$ cat config.mk
export PLATFORM = sky130hd
export DESIGN_NAME = rr_onehot_arb
export DESIGN_NICKNAME = d
export VERILOG_FILES = /design/src/rtl/enc_pkg.sv /design/src/rtl/rr_pick.sv /design/src/rtl/rr_onehot_arb.sv
export SDC_FILE = /design/constraint.sdc
export NUM_CORES = 1
export LEC_CHECK = 0
export CAP_MARGIN = 20
export CORE_MARGIN = 2
export CORE_UTILIZATION = 30
export CTS_CLUSTER_SIZE = 12
export DETAILED_ROUTE_END_ITERATION = 7
export DONT_BUFFER_PORTS = 1
export GPL_TIMING_DRIVEN = 0
export PLACE_DENSITY = 0.49
export SETUP_SLACK_MARGIN = 0.3
export SLEW_MARGIN = 10
export SYNTH_ARGS = -nofsm -noshare
export SYNTH_HDL_FRONTEND = slang
export SYNTH_SLANG_ARGS = --single-unit
export TNS_END_PERCENT = 5
$ cat constraint.sdc
create_clock -name clk -period 2.35 [get_ports clk]
set_input_delay 0.5875 -clock clk [delete_from_list [all_inputs] [get_ports clk]]
set_output_delay 0.5875 -clock clk [all_outputs]
set_load 0.03 [all_outputs]
$ cat src/rtl/enc_pkg.sv
// Shared types for the round-robin arbiter and the downstream one-hot encoder.
package enc_pkg;
  localparam int REQ_W = 4;

  typedef logic [REQ_W-1:0] onehot_t;
  typedef logic [1:0]       idx_t;

  // Index of the set bit of a one-hot word.
  function automatic idx_t oh2idx(input onehot_t oh);
    oh2idx = {oh[3] | oh[2], oh[3] | oh[1]};
  endfunction
endpackage

$ cat src/rtl/rr_pick.sv
// Round-robin pick: first set req bit searching upward from last+1, wrapping 3->0.
module rr_pick
  import enc_pkg::*;
(
  input  onehot_t req,
  input  idx_t    last,
  output onehot_t win_oh,
  output idx_t    win_idx,
  output logic    win_any
);
  idx_t cand;

  always_comb begin
    win_any = 1'b0;
    win_idx = last;
    cand    = last;
    // last itself is visited last (i == REQ_W wraps back to it)
    for (int i = 1; i <= REQ_W; i++) begin
      cand = last + idx_t'(i);
      if (!win_any && req[cand]) begin
        win_any = 1'b1;
        win_idx = cand;
      end
    end
  end

  assign win_oh = win_any ? (onehot_t'(1) << win_idx) : '0;
endmodule

$ cat src/rtl/rr_onehot_arb.sv
// Registered one-hot round-robin arbiter with valid/ready grant handshake.
// Define ARB_LOCK_EN to add arb_lock: the owner keeps the grant across transfers.
module rr_onehot_arb
  import enc_pkg::*;
#(
  parameter int N = 4
) (
  input  logic         clk,
  input  logic         rst_n,
  input  logic [N-1:0] req,
  output logic [N-1:0] gnt,
  output logic         gnt_valid,
  input  logic         gnt_ready
`ifdef ARB_LOCK_EN
  ,
  input  logic         arb_lock
`endif
);
  onehot_t gnt_q;
  logic    vld_q;
  idx_t    last_q;

  logic    xfer, arb, lock_hold, win_any;
  idx_t    gnt_idx, pick_last, win_idx;
  onehot_t win_oh;

  assign gnt_idx   = oh2idx(gnt_q);
  assign xfer      = vld_q & gnt_ready;
  assign arb       = ~vld_q | xfer;
  // same-edge arbitration sees the index being transferred now
  assign pick_last = xfer ? gnt_idx : last_q;

`ifdef ARB_LOCK_EN
  assign lock_hold = xfer & arb_lock & |(onehot_t'(req) & gnt_q);
`else
  assign lock_hold = 1'b0;
`endif

  rr_pick u_pick (
    .req     (onehot_t'(req)),
    .last    (pick_last),
    .win_oh  (win_oh),
    .win_idx (win_idx),
    .win_any (win_any)
  );

  always_ff @(posedge clk) begin
    if (!rst_n) begin
      gnt_q  <= '0;
      vld_q  <= 1'b0;
      last_q <= 2'd3;
    end else begin
      if (xfer) last_q <= gnt_idx;
      if (arb && !lock_hold) begin
        gnt_q <= win_oh;
        vld_q <= win_any;
      end
    end
  end

  assign gnt       = gnt_q;
  assign gnt_valid = vld_q;

  logic unused_win_idx;
  assign unused_win_idx = ^win_idx;
endmodule

==> impl_summary.md, run 1 <==
Run status
The run finished with clean final reports.

Worst setup path
Counting both buffers and inverters, the worst setup path holds a total of 1. For this design, the slowest cell found on the critical path is dfxtp_1. The critical path is of the register to register type. Among cell families on the critical path, the largest total delay comes from compound AO/OA/AOI/OAI gates. The critical path startpoint category is a register.

The biggest cell delay along the critical path is approximately 620 ps. The most critical setup path has its endpoint at gnt[1]. The critical path crosses 5 cells after its start point.

The setup slack of the most critical reg-to-reg path is 580 ps. The length in cells of the worst reg-to-reg path is 5. Data on the critical path arrives at its endpoint at 1970 ps. The capturing point of the worst reg2reg path is gnt[1]. The reg-to-reg critical path startpoint is gnt_valid. The worst setup path startpoint is gnt_valid. The critical path required time is around 2600 ps. The endpoint type of the worst setup path is a register. In this run the worst path has a maximum fanout of 7. Traced cell by cell, the critical path runs through a21oi_1 > or2_1 > buf_6 > o31ai_1 > a21o_1.

Logic synthesis
The cell accounting for the most synthesized area is dfxtp_1. The count of mapped cells out of synthesis is 47. Synthesis produced a netlist with a net count of 54. The area share of the leading cell type in the synthesized netlist is 35.0%. The share of the Yosys chip area taken by registers is 35.0%.

The predominant post-synthesis flop cell is dfxtp_1. The number of synthesized register bits is 7. The count of flip-flops with a built-in enable after synthesis is 0.

Ranked by instance count, the synthesized netlist is headed by 7 x dfxtp_1, 4 x a21oi_1, 4 x nand2_1, 4 x nor2_1, 4 x o31ai_1. The number of library cell types mapped by synthesis is 19. Yosys instantiated no cell more often than dfxtp_1. The post-synthesis cell area is around 400 sq um. The total of warnings raised by yosys is 0. The average cell area after synthesis is 8.52 sq um. The async set-or-reset flop fraction in the synthesized netlist is 0%.

By area the synthesized netlist is led by dfxtp_1 35%, o31ai_1 7.5%, o31ai_2 6.3%.

GRT
The total overflow left after global routing is 0. The first global-routing pass estimated 1570 um of wire. The initial antenna violation count came to 0. Entering global routing, the biggest net connects 8 pins. The number of global-route vias before repair is 360. The total routing resource utilization after global routing is 15.0%.

Final layout
The count of filler cells inserted in the layout is 142. 0 antenna diodes ended up in the layout. The area overhead of the layout relative to synthesis is 11.2%. The multi-input gate area in the final layout is 238 sq um. Of the cells placed in the final design, the portion with a size suffix greater than 1 is a little over an eighth. For this run, the post-layout net count is 59. The final design instance area without fill is 445 sq um. Registers take 140 sq um.

Timing
Of the available clock period, the critical path in the final layout requires 75.2%. Setup repair after global routing left no endpoint under its margin. Static timing analysis puts the maximum clock frequency at roughly 0.57 GHz.

The total negative slack for setup checks is 0 ps. For the final database, setup skew stands at 3.28 ps. For the pin with the worst max-slew slack, the measured transition is 487 ps.

For the finished layout, the period the worst path requires is roughly 1800 ps. The worst pin sits at a relative slew slack of 67.5%. The number of hold-slack violations in the final timing report is 0.

Setup violations remaining at the end of the flow were counted as 0. The number of pins with negative max-slew slack in the final report was 0. The final-layout worst hold slack is 389 ps.

Route
For this run, design rule violations remaining after detail routing come to 0. The total wire length after detailed routing is 984 um. For this run, the detailed router's first-pass iteration total came to 4. The detailed-route vias per instance is 5.71. The detailed-route wire length per cell is 14.9 um. Detailed routing inserted a total of 377 vias. The DRC violation total after the first TritonRoute iteration is 7. The detail route stage leaves a number of antenna-violating nets equal to 0.

Power and ir drop
Internal power comes to 0.217 mW. Summed over all nets, the switching power comes to approximately 0.096 mW. The cell area power density is approximately 700 mW/mm^2. Sequential cells burn 46.7% of the power.

The maximum vdd drop is 0.248 mV. The switching share of power is 30.6%. For this design the static power due to leakage is approximately 0.19 nW.

The share of power burned in the clock network is 35.9%. Overall power consumption after layout is estimated at around 0.31 mW. The combinational cell fraction of total power is between 10% and 20%.

CTS
After clock tree synthesis, the clock-pin slew on the worst setup and hold paths is 50 ps. The root buffer cell chosen for the clock tree is clkbuf_4. The number of cells upsized or downsized after cts is 0.

Once the clock tree was built, the setup fixing pass inserted 0 buffers. No sink is reached through more buffers than the 2 on the longest clock path. Clock latency on the worst-skew pair, taken at its later pin, is 260 ps. The clock net in this run drives a total of 7 sinks. TritonCTS built the clock tree. The number of buffers created by CTS is 3. In this run the number of H-tree levels came out at 1. For this design, the CTS-stage hold fixing added 0 buffers.

Min path
The worst hold path belongs to the class input pin to register. The start point of the worst hold path is rst_n.

Flow run
The count of maximum capacitance violations is 0.

Placed design
The congestion estimate from routability-driven global placement came to roughly 0.76. The count of buffers from port buffering is 0. The placed instance area is between 400 and 500 sq um.

Floorplan
The height of the die is 40.5 um. The die boundary width is 40.5 um. The initial core utilization is 31.6%. The floorplan die area is 0.00164 sq mm. In this run the standard cell core region covers 0.00127 sq mm. The floorplan row count is 13. 12 I/O pins were placed.
## power groups by stage
stage	Sequential [mW]	Clock [mW]	Combinational, mW
after floorplan	0.147	0	0.0453
final	0.146	0.113	0.0543
after global routing	0.148	0.125	0.0611
after CTS	0.146	0.115	0.0543
after global placement	0.149	0	0.0543
after detailed placement	0.149	0	0.0537
## sequential cells by signal, summed over array words and instances, names as in the netlist
name       count
gnt            4
last_q         2
gnt_valid      1
## cells by family after synthesis
kind of cell,share of synthesized area [%]
AOI/OAI and AO/OA,39.1
and+or+nand+nor,20.3
DFF,35.0
buffers and inverters,5.62
## routing by layer
layer / GRT usage, % / routed length (um) / part of all wire, % / vias up
met5: 0 / 0 / 0 / -
met3: 5.00 / 89 / 9.0 / 4
met1: 18.6 / 445 / 45 / 166
met4: 10.0 / 24 / 2.4 / 0
li1: - / - / - / 190
met2: 21.4 / 424 / 43 / 17
## final cells by class
| type | instances | area share, % |
|---|---|---|
| plain buffers | 1 | 2.53 |
| flip-flops and latches | 7 | 31.5 |
| clock buffers | 4 | 5.90 |
| multi-input cells | 36 | 53.4 |
| well taps | 15 | 4.21 |
| inverters | 3 | 2.53 |
## cells in the final DEF, fill, tap and decap left out
master,count
a31oi_1,2
o31ai_2,2
and3_1,2
nand2_1,4
a31o_1,1
nand2b_1,1
clkbuf_4,3
a21oi_1,4
o31ai_1,4
buf_6,1
or2_1,1
a21o_1,2
and4bb_4,1
inv_1,3
o21a_1,2
a32o_1,2
o21ai_0,2
nor2_1,4
clkbuf_1,1
nand3_1,2
dfxtp_1,7
## stage by stage
| step | utilization, % | setup WS, ps | cells |
|---|---|---|---|
| global route | 35.1 | 489 | 66 |
| floorplan | - | 734 | 47 |
| detailed placement | 33.0 | 619 | 62 |
| finish | 35.1 | 582 | 66 |
| CTS | 35.1 | 608 | 66 |
| global placement | 33.0 | 601 | 62 |
## how the worst min path moves through the flow
stage | to | slack [ps] | cells past startpoint
floorplan | gnt[0] | 600 | 2
global placement | gnt[0] | 620 | 2
detailed placement | gnt[0] | 620 | 2
CTS | last_q[1] | 390 | 1
global route | last_q[1] | 390 | 1
finish | last_q[1] | 390 | 1
Note: power is estimated with default switching activity, not from simulation.
==> run 2: changes to the inputs <==
--- a/config.mk
+++ b/config.mk
@@ -5,14 +5,16 @@
 export SDC_FILE = /design/constraint.sdc
 export NUM_CORES = 1
 export LEC_CHECK = 0
+export ABC_AREA = 1
 export CAP_MARGIN = 20
+export CORE_ASPECT_RATIO = 1.1
 export CORE_MARGIN = 2
 export CORE_UTILIZATION = 30
 export CTS_CLUSTER_SIZE = 12
 export DETAILED_ROUTE_END_ITERATION = 7
 export DONT_BUFFER_PORTS = 1
 export GPL_TIMING_DRIVEN = 0
-export PLACE_DENSITY = 0.49
+export PLACE_DENSITY = 0.5
 export SETUP_SLACK_MARGIN = 0.3
 export SLEW_MARGIN = 10
 export SYNTH_ARGS = -nofsm -noshare
==> constraint.sdc (replaced) <==
create_clock -name clk -period 1.6 [get_ports clk]
set_input_delay 0.4 -clock clk [delete_from_list [all_inputs] [get_ports clk]]
set_output_delay 0.4 -clock clk [all_outputs]
set_load 0.03 [all_outputs]
==> impl_summary.md, run 2 <==
CTS
The maximum buffer depth of the clock tree is 2 (unchanged). The clock transition time at the flip-flop clock pins of the worst setup and hold paths was 50 ps (about the same). The H-tree depth reported by CTS is 1 (unchanged). The CTS tree is yes (unchanged).

The hold buffer count at CTS is 0 (unchanged). The clock sink count is 7 (unchanged). The number of buffers created by CTS is 3 (unchanged). The clock tree root buffer cell is clkbuf_4 (unchanged). The clock latency on the worst-skew pair is 250 ps (was 260 ps).

Worst setup path
The critical path required time is 1780 ps (was 2550 ps). The critical path startpoint category is a register (unchanged). The setup slack of the most critical reg-to-reg path is -160 ps (was 580 ps).

The capturing point of the worst reg2reg path is gnt[2] (was gnt[1]). The reg-to-reg critical path startpoint is gnt_valid (unchanged). The timing endpoint of the critical path is gnt[2] (was gnt[1]). The worst setup path startpoint is gnt_valid (unchanged). The endpoint type of the worst setup path is a register (unchanged). The type of the worst setup path is register to register (unchanged). The length in cells of the worst reg-to-reg path was 15 (was 5).

The arrival time at the worst endpoint is 1940 ps (was 1970 ps). The largest fanout on the critical path is 7 (unchanged).

Logic synthesis
The most frequent cell after synthesis is nand2_1 (was dfxtp_1). The count of mapped cells out of synthesis is 124 (was 47). The net count after synthesis is 131 (was 54). Leading cell types by total area after synthesis: nand2_4 22%, nand2_1 20%, dfxtp_1 17% (was dfxtp_1 35%, o31ai_1 7.5%, o31ai_2 6.3%).

The count of flip-flops with a built-in enable after synthesis was 0 (unchanged). The sequential share of the synthesized area is 16.8% (was 35.0%). The post-synthesis cell area is 832 sq um (was 400 sq um).

The area share of the leading cell type in the synthesized netlist is 21.7% (was 35.0%). The predominant post-synthesis flop cell is dfxtp_1 (unchanged). Synth top cells by count: 44 x nand2_1, 16 x nand2_4, 14 x nand2_2 (was 7 x dfxtp_1, 4 x a21oi_1, 4 x nand2_1, 4 x nor2_1, 4 x o31ai_1). The cell accounting for the most synthesized area was nand2_4 (was dfxtp_1).

The total of warnings raised by yosys is 0 (unchanged). The async set-or-reset flop fraction in the synthesized netlist is 0% (unchanged). The average cell area after synthesis is 6.71 sq um (was 8.52 sq um). The number of synthesized register bits is 7 (unchanged). The number of library cell types mapped by synthesis was 18 (was 19).

Run status
The checks that failed: negative setup slack. Result of the run: finished with violations (was completed).

Power and ir drop
The cell area power density is 1530 mW/mm^2 (was 703 mW/mm^2). The share of power burned in the clock network is 9.3% (was 35.9%). The total leakage power was 0.541 nW (was 0.191 nW). The switching share of power came to 53.3% (was 30.6%). The reported net switching power is 0.898 mW (was 0.0958 mW).

The part of the total power dissipated in sequential elements is 23.1% (was 46.7%). The maximum vdd drop is 0.651 mV (was 0.248 mV). The combinational cell fraction of total power is 67.5% (was 17.3%). The total internal power is 0.789 mW (was 0.217 mW).

Final layout
Commonest non-fill, non-tap cells in the layout: 35 x nand2_1, 19 x nand2_4, 15 x nand2_2 (was 7 x dfxtp_1, 4 x a21oi_1, 4 x nor2_1, 4 x o31ai_1, 4 x nand2_1). The area overhead of the layout relative to synthesis was 32.6% (was 11.2%). The number of non-filler instances in the completed layout is 169 (was 66). The flip-flop count of the largest register after layout is 4 (unchanged).

The final design instance area without fill is 0.00110 sq mm (was 445 sq um). The most common cell after layout, fill and taps aside is nand2_1 (was dfxtp_1). The final net count is 144 (was 59). The fraction of final layout cells sized beyond drive strength 1 is 48.5% (was 13.7%). The post-layout utilization of the core was 40.8% (was 35.1%). The total inserted antenna cells came to 0 (unchanged).

GRT
The total routing resource utilization after global routing is 11.6% (was 15.0%). The first-pass GRT wire length is 2820 um (was 1570 um). The number of global-route vias before repair is 694 (was 360). The initial antenna violation count is 0 (unchanged).

The sum of overflow across all layers after global routing is 0 (unchanged). The maximum number of pins on one net before global-route repair was 9 (was 8).

Timing
The minimum clock period was 1760 ps (was 1770 ps). The number of setup violations in the final report is 5 (was 0). Unrepaired setup endpoints after global routing: yes (was no). The final worst slack is -161 ps (was 582 ps).

The slew at the pin with the worst max-slew slack is 313 ps (was 487 ps). The number of hold-slack violations in the final timing report is 0 (unchanged). The number of pins with negative max-slew slack in the final report is 0 (unchanged).

The worst relative slew slack came to 79.0% (was 67.5%). The ratio of final minimum period to clock period is 110% (was 75.2%). The maximum clock frequency is 0.568 GHz (was 0.566 GHz). The clock skew is 2.61 ps (was 3.28 ps).

Flow run
The count of maximum capacitance violations is 0 (unchanged).

Route
The number of remaining DRC errors is 0 (unchanged). The detailed-route wire length per cell is 10.7 um (was 14.9 um). The via count was 794 (was 377). The detailed-route vias per instance is 4.70 (was 5.71). The residual antenna-violating net count after detailed routing is 0 (unchanged). The total wire length after detailed routing was 1800 um (was 984 um). The DRC violation total after the first TritonRoute iteration is 14 (was 7). The first-pass iteration count of the detailed router is 4 (unchanged).

Floorplan
The die boundary width is 54.2 um (was 40.5 um). The height of the die is 59.2 um (was 40.5 um). The initial core utilization came to 30.8% (was 31.6%).

The floorplan die area is 0.00321 sq mm (was 0.00164 sq mm). The floorplan row count is 20 (was 13). The number of top-level pins is 12 (unchanged). The total core area is 0.00270 sq mm (was 0.00127 sq mm).

Placed design
The final estimated routing congestion in global placement is 0.723 (was 0.760). The placed instance area came to 900 sq um (was 419 sq um). The count of buffers from port buffering is 0 (unchanged). The total instance count after detailed placement came to 157 (was 62). The placed wire-length estimate is 1400 um.

Min path
The class of the tightest hold or removal check is input pin to register (unchanged).
==> run 2: metrics by stage <==
| stage | setup TNS [ps] | worst slack (ps) | hold slack, ps | power [mW] |
|---|---|---|---|---|
| floorplan | 0 | 13.4 | 469 | 1.14 |
| global placement | -618 | -157 | 470 | 1.27 |
| detailed placement | -686 | -172 | 474 | 1.28 |
| CTS | -604 | -152 | 212 | 1.49 |
| global route | -1170 | -284 | 213 | 1.82 |
| finish | -641 | -161 | 218 | 1.69 |
==> run 2: power by group through the flow <==
stage	combinational [mW]	clock (mW)	sequential, mW
CTS	0.934	0.165	0.387
floorplan	0.768	0	0.370
global route	1.25	0.170	0.400
finish	1.14	0.158	0.390
detailed placement	0.898	0	0.381
global placement	0.890	0	0.381
==> run 2: repair_timing <==
| action | 4_1_cts | 5_1_grt |
|---|---|---|
| gates resized for setup | 4 | 22 |
| setup buffers | 2 | 6 |
| setup endpoints to repair | 5 | 5 |
| pin swaps | 6 | 23 |
==> run 2: how the worst min path moves through the flow <==
stage | to | cells after the start | from
6_report | last_q[0] | 1 | rst_n
4_1_cts | last_q[0] | 1 | rst_n
5_1_grt | last_q[0] | 1 | rst_n
3_5_place_dp | last_q[0] | 1 | rst_n
3_3_place_gp | last_q[1] | 1 | rst_n
2_1_floorplan | last_q[0] | 1 | rst_n
==> run 2: metal layers <==
| metal | vias up | share of wire, % | routed length [um] | track usage, % |
|---|---|---|---|---|
| li1 | 415 | - | - | - |
| met1 | 363 | 41 | 736 | 14.0 |
| met2 | 12 | 55 | 992 | 20.7 |
| met3 | 4 | 2.4 | 43 | 0.505 |
| met4 | 0 | 1.6 | 28 | 5.36 |
| met5 | - | 0 | 0 | 0 |
==> run 2: worst max-delay path, stage by stage, from the launching register on <==
cell     delay [ps]
dfxtp_4         430
nand2_8         110
inv_8            80
nand2_8          60
nand2_4          90
buf_12          140
nand2_4          50
nand2_4          70
nand2_4          60
nand2_8          90
nand3_4          90
nand2_2          70
nand2_2          50
nor2_2          110
nand2_1          60
a21oi_1         120
==> run 2: cells by family after synthesis <==
kind of cell | after synthesis | share of synthesized area [%]
AND/OR/NAND/NOR | 96 | 68.4
buffers and inverters | 13 | 8.42
AO/OA/AOI/OAI | 8 | 6.32
flip-flops | 7 | 16.8
==> run 2: layout make-up <==
type	count	area, sq um
fill	289	1600
multi-input combinational	104	748
sequential	7	155
timing repair buffer	8	60.1
inverter	12	52.6
tap	33	41.3
clock buffer	4	26.3
buffer	1	20.0
==> run 3: changes to the inputs <==
--- a/config.mk
+++ b/config.mk
@@ -5,9 +5,7 @@
 export SDC_FILE = /design/constraint.sdc
 export NUM_CORES = 1
 export LEC_CHECK = 0
-export ABC_AREA = 1
 export CAP_MARGIN = 20
-export CORE_ASPECT_RATIO = 1.1
 export CORE_MARGIN = 2
 export CORE_UTILIZATION = 30
 export CTS_CLUSTER_SIZE = 12
==> impl_summary.md, run 3 (synthesized netlist as in run 1, its figures left out) <==
Final layout
Commonest non-fill, non-tap cells in the layout: 4 x a21oi_1, 4 x nor2_1, 4 x nand2_1 (was 35 x nand2_1, 19 x nand2_4, 15 x nand2_2). The multi-input gate area in the final layout is 243 sq um (was 748 sq um). The number of non-filler instances in the completed layout was 67 (was 169). The final net count came to 60 (was 144). The count of filler cells inserted in the layout was 138 (was 289). The post-layout utilization of the core is 37.1% (was 40.8%). The flip-flop count of the largest register after layout is 4 (unchanged). The area overhead of the layout relative to synthesis is 17.5% (was 32.6%). The total inserted antenna cells is 0 (unchanged).

The fraction of final layout cells sized beyond drive strength 1 is 25.0% (was 48.5%). The sequential cell area in the final layout is 153 sq um (was 155 sq um).

Flow run
The count of maximum capacitance violations is 0 (unchanged).

Route
The number of remaining DRC errors is 0 (unchanged). The residual antenna-violating net count after detailed routing is 0 (unchanged). The total wire length after detailed routing was 981 um (was 1800 um). The DRC violation total after the first TritonRoute iteration was 16 (was 14). The detailed-route wire length per cell is 14.6 um (was 10.7 um). The via count is 392 (was 794). The detailed-route vias per instance is 5.85 (was 4.70). The first-pass iteration count of the detailed router is 4 (unchanged).

GRT
The maximum number of pins on one net before global-route repair is 8 (was 9). The sum of overflow across all layers after global routing is 0 (unchanged). The first-pass GRT wire length came to 1460 um (was 2820 um). The initial antenna violation count is 0 (unchanged). The total routing resource utilization after global routing came to 14.1% (was 11.6%).

The number of global-route vias before repair is 362 (was 694).

Timing
The worst relative slew slack was 75.6% (was 79.0%). The ratio of final minimum period to clock period is 91.4% (was 110%). The final worst slack came to 137 ps (was -161 ps). The number of hold-slack violations in the final timing report came to 0 (unchanged). The number of setup violations in the final report is 0 (was 5). The number of pins with negative max-slew slack in the final report is 0 (unchanged). The clock skew was 8.81 ps (was 2.61 ps). Unrepaired setup endpoints after global routing: yes (unchanged).

The slew at the pin with the worst max-slew slack came to 364 ps (was 313 ps). The total negative slack for setup checks is 0 ps (was -641 ps). The maximum clock frequency is 0.684 GHz (was 0.568 GHz). The minimum clock period is 1460 ps (was 1760 ps). The final-layout worst hold slack is 198 ps (was 218 ps).

CTS
The maximum buffer depth of the clock tree is 2 (unchanged). The clock transition time at the flip-flop clock pins of the worst setup and hold paths is 60 ps (was 50 ps). The clock sink count was 7 (unchanged). The H-tree depth reported by CTS was 1 (unchanged). The number of buffers created by CTS was 3 (unchanged). The clock tree root buffer cell is clkbuf_4 (unchanged). The hold buffer count at CTS is 0 (unchanged). The clock latency on the worst-skew pair was 260 ps (was 250 ps). The CTS tree is yes (unchanged).

Placed design
The placed wire-length estimate is 737 um (was 1400 um). The pre-CTS setup slack is 97.3 ps (was -172 ps). The final estimated routing congestion in global placement is 0.796 (was 0.723). The count of buffers from port buffering came to 0 (unchanged). The total instance count after detailed placement came to 62 (was 157).

Power and ir drop
The combinational cell fraction of total power is 18.2% (was 67.5%). The cell area power density is 990 mW/mm^2 (was 1530 mW/mm^2). The reported net switching power came to 0.143 mW (was 0.898 mW).

The maximum vdd drop is 0.363 mV (was 0.651 mV). The share of power burned in the clock network was 35.7% (was 9.3%). The switching share of power is 30.8% (was 53.3%).

The part of the total power dissipated in sequential elements was 46.1% (was 23.1%). The total leakage power was 0.200 nW (was 0.541 nW). The total internal power was 0.323 mW (was 0.789 mW).

Run status
Result of the run: completed (was finished with violations).

Worst setup path
The critical path startpoint category is a register (unchanged). The largest fanout on the critical path is 7 (unchanged). The critical path required time is 1750 ps (was 1780 ps). The endpoint type of the worst setup path was a register (unchanged).

The arrival time at the worst endpoint is 1610 ps (was 1940 ps). The type of the worst setup path is register to register (unchanged).

Floorplan
The height of the die is 40.5 um (was 59.2 um). The floorplan die area came to 0.00164 sq mm (was 0.00321 sq mm). The number of top-level pins was 12 (unchanged). The die boundary width is 40.5 um (was 54.2 um). The total core area is 0.00127 sq mm (was 0.00270 sq mm). The floorplan row count is 13 (was 20). The initial core utilization is 31.6% (was 30.8%).

Min path
The class of the tightest hold or removal check is input pin to register (unchanged).
-- run 3: cell types whose count changed in the layout (fill, tap and decap cells not counted), moves of 4 or more --
cell	before	now
nor2_2	4	0
nand2_4	19	0
nand2_1	35	4
inv_1	10	3
buf_4	8	1
nand2_2	15	0
nand3_1	8	2
nand2_8	5	0
-- run 3: worst max-delay path, stage by stage (launching register included) --
cell      delay, ps
dfxtp_4         400
and4bb_4        250
or2_1           220
buf_6           140
a32o_1          210
a21o_1          140
-- run 3: power groups by stage --
stage	sequential (mW)	combinational (mW)	clock, mW
6_report	0.215	0.0849	0.166
5_1_grt	0.217	0.0929	0.180
4_1_cts	0.215	0.0818	0.171
3_5_place_dp	0.218	0.0787	0
3_3_place_gp	0.218	0.0780	0
2_1_floorplan	0.215	0.0666	0
-- run 3: final cells by class --
class / instances / share of cell area (%)
Buffer: 1 / 2.39
Inverter: 3 / 2.39
Timing Repair Buffer: 1 / 1.60
Sequential cell: 7 / 32.4
Tap cell: 15 / 3.99
Multi-Input combinational cell: 36 / 51.6
Clock buffer: 4 / 5.59
-- run 3: repair_timing --
action,4_1_cts,5_1_grt
setup buffers,1,0
endpoints found under the hold margin,0,0
pin swaps,4,2
endpoints found under the setup margin,4,4
gates resized for setup,0,2
-- run 3: final timing paths --
path	startpoint	to	slack (ps)	cells after the start
hold / removal	rst_n	last_q[0]	200	1
hold reg to reg	gnt[2]	gnt[2]	560	2
setup reg to reg	gnt[1]	gnt[1]	140	5
setup / recovery	gnt[1]	gnt[1]	140	5
-- run 3: layer usage --
layer / track usage, % / vias up / wire [um]
met5: 0 / - / 0
met4: 10.0 / 0 / 21
met3: 4.44 / 2 / 100
met2: 22.6 / 19 / 464
met1: 15.4 / 183 / 395
li1: - / 188 / -
-- run 3: stage by stage --
step	cell area, sq um	total power, mW
CTS	464	0.467
global route	470	0.490
detailed placement	430	0.297
finish	470	0.466
floorplan	412	0.282
global placement	430	0.296
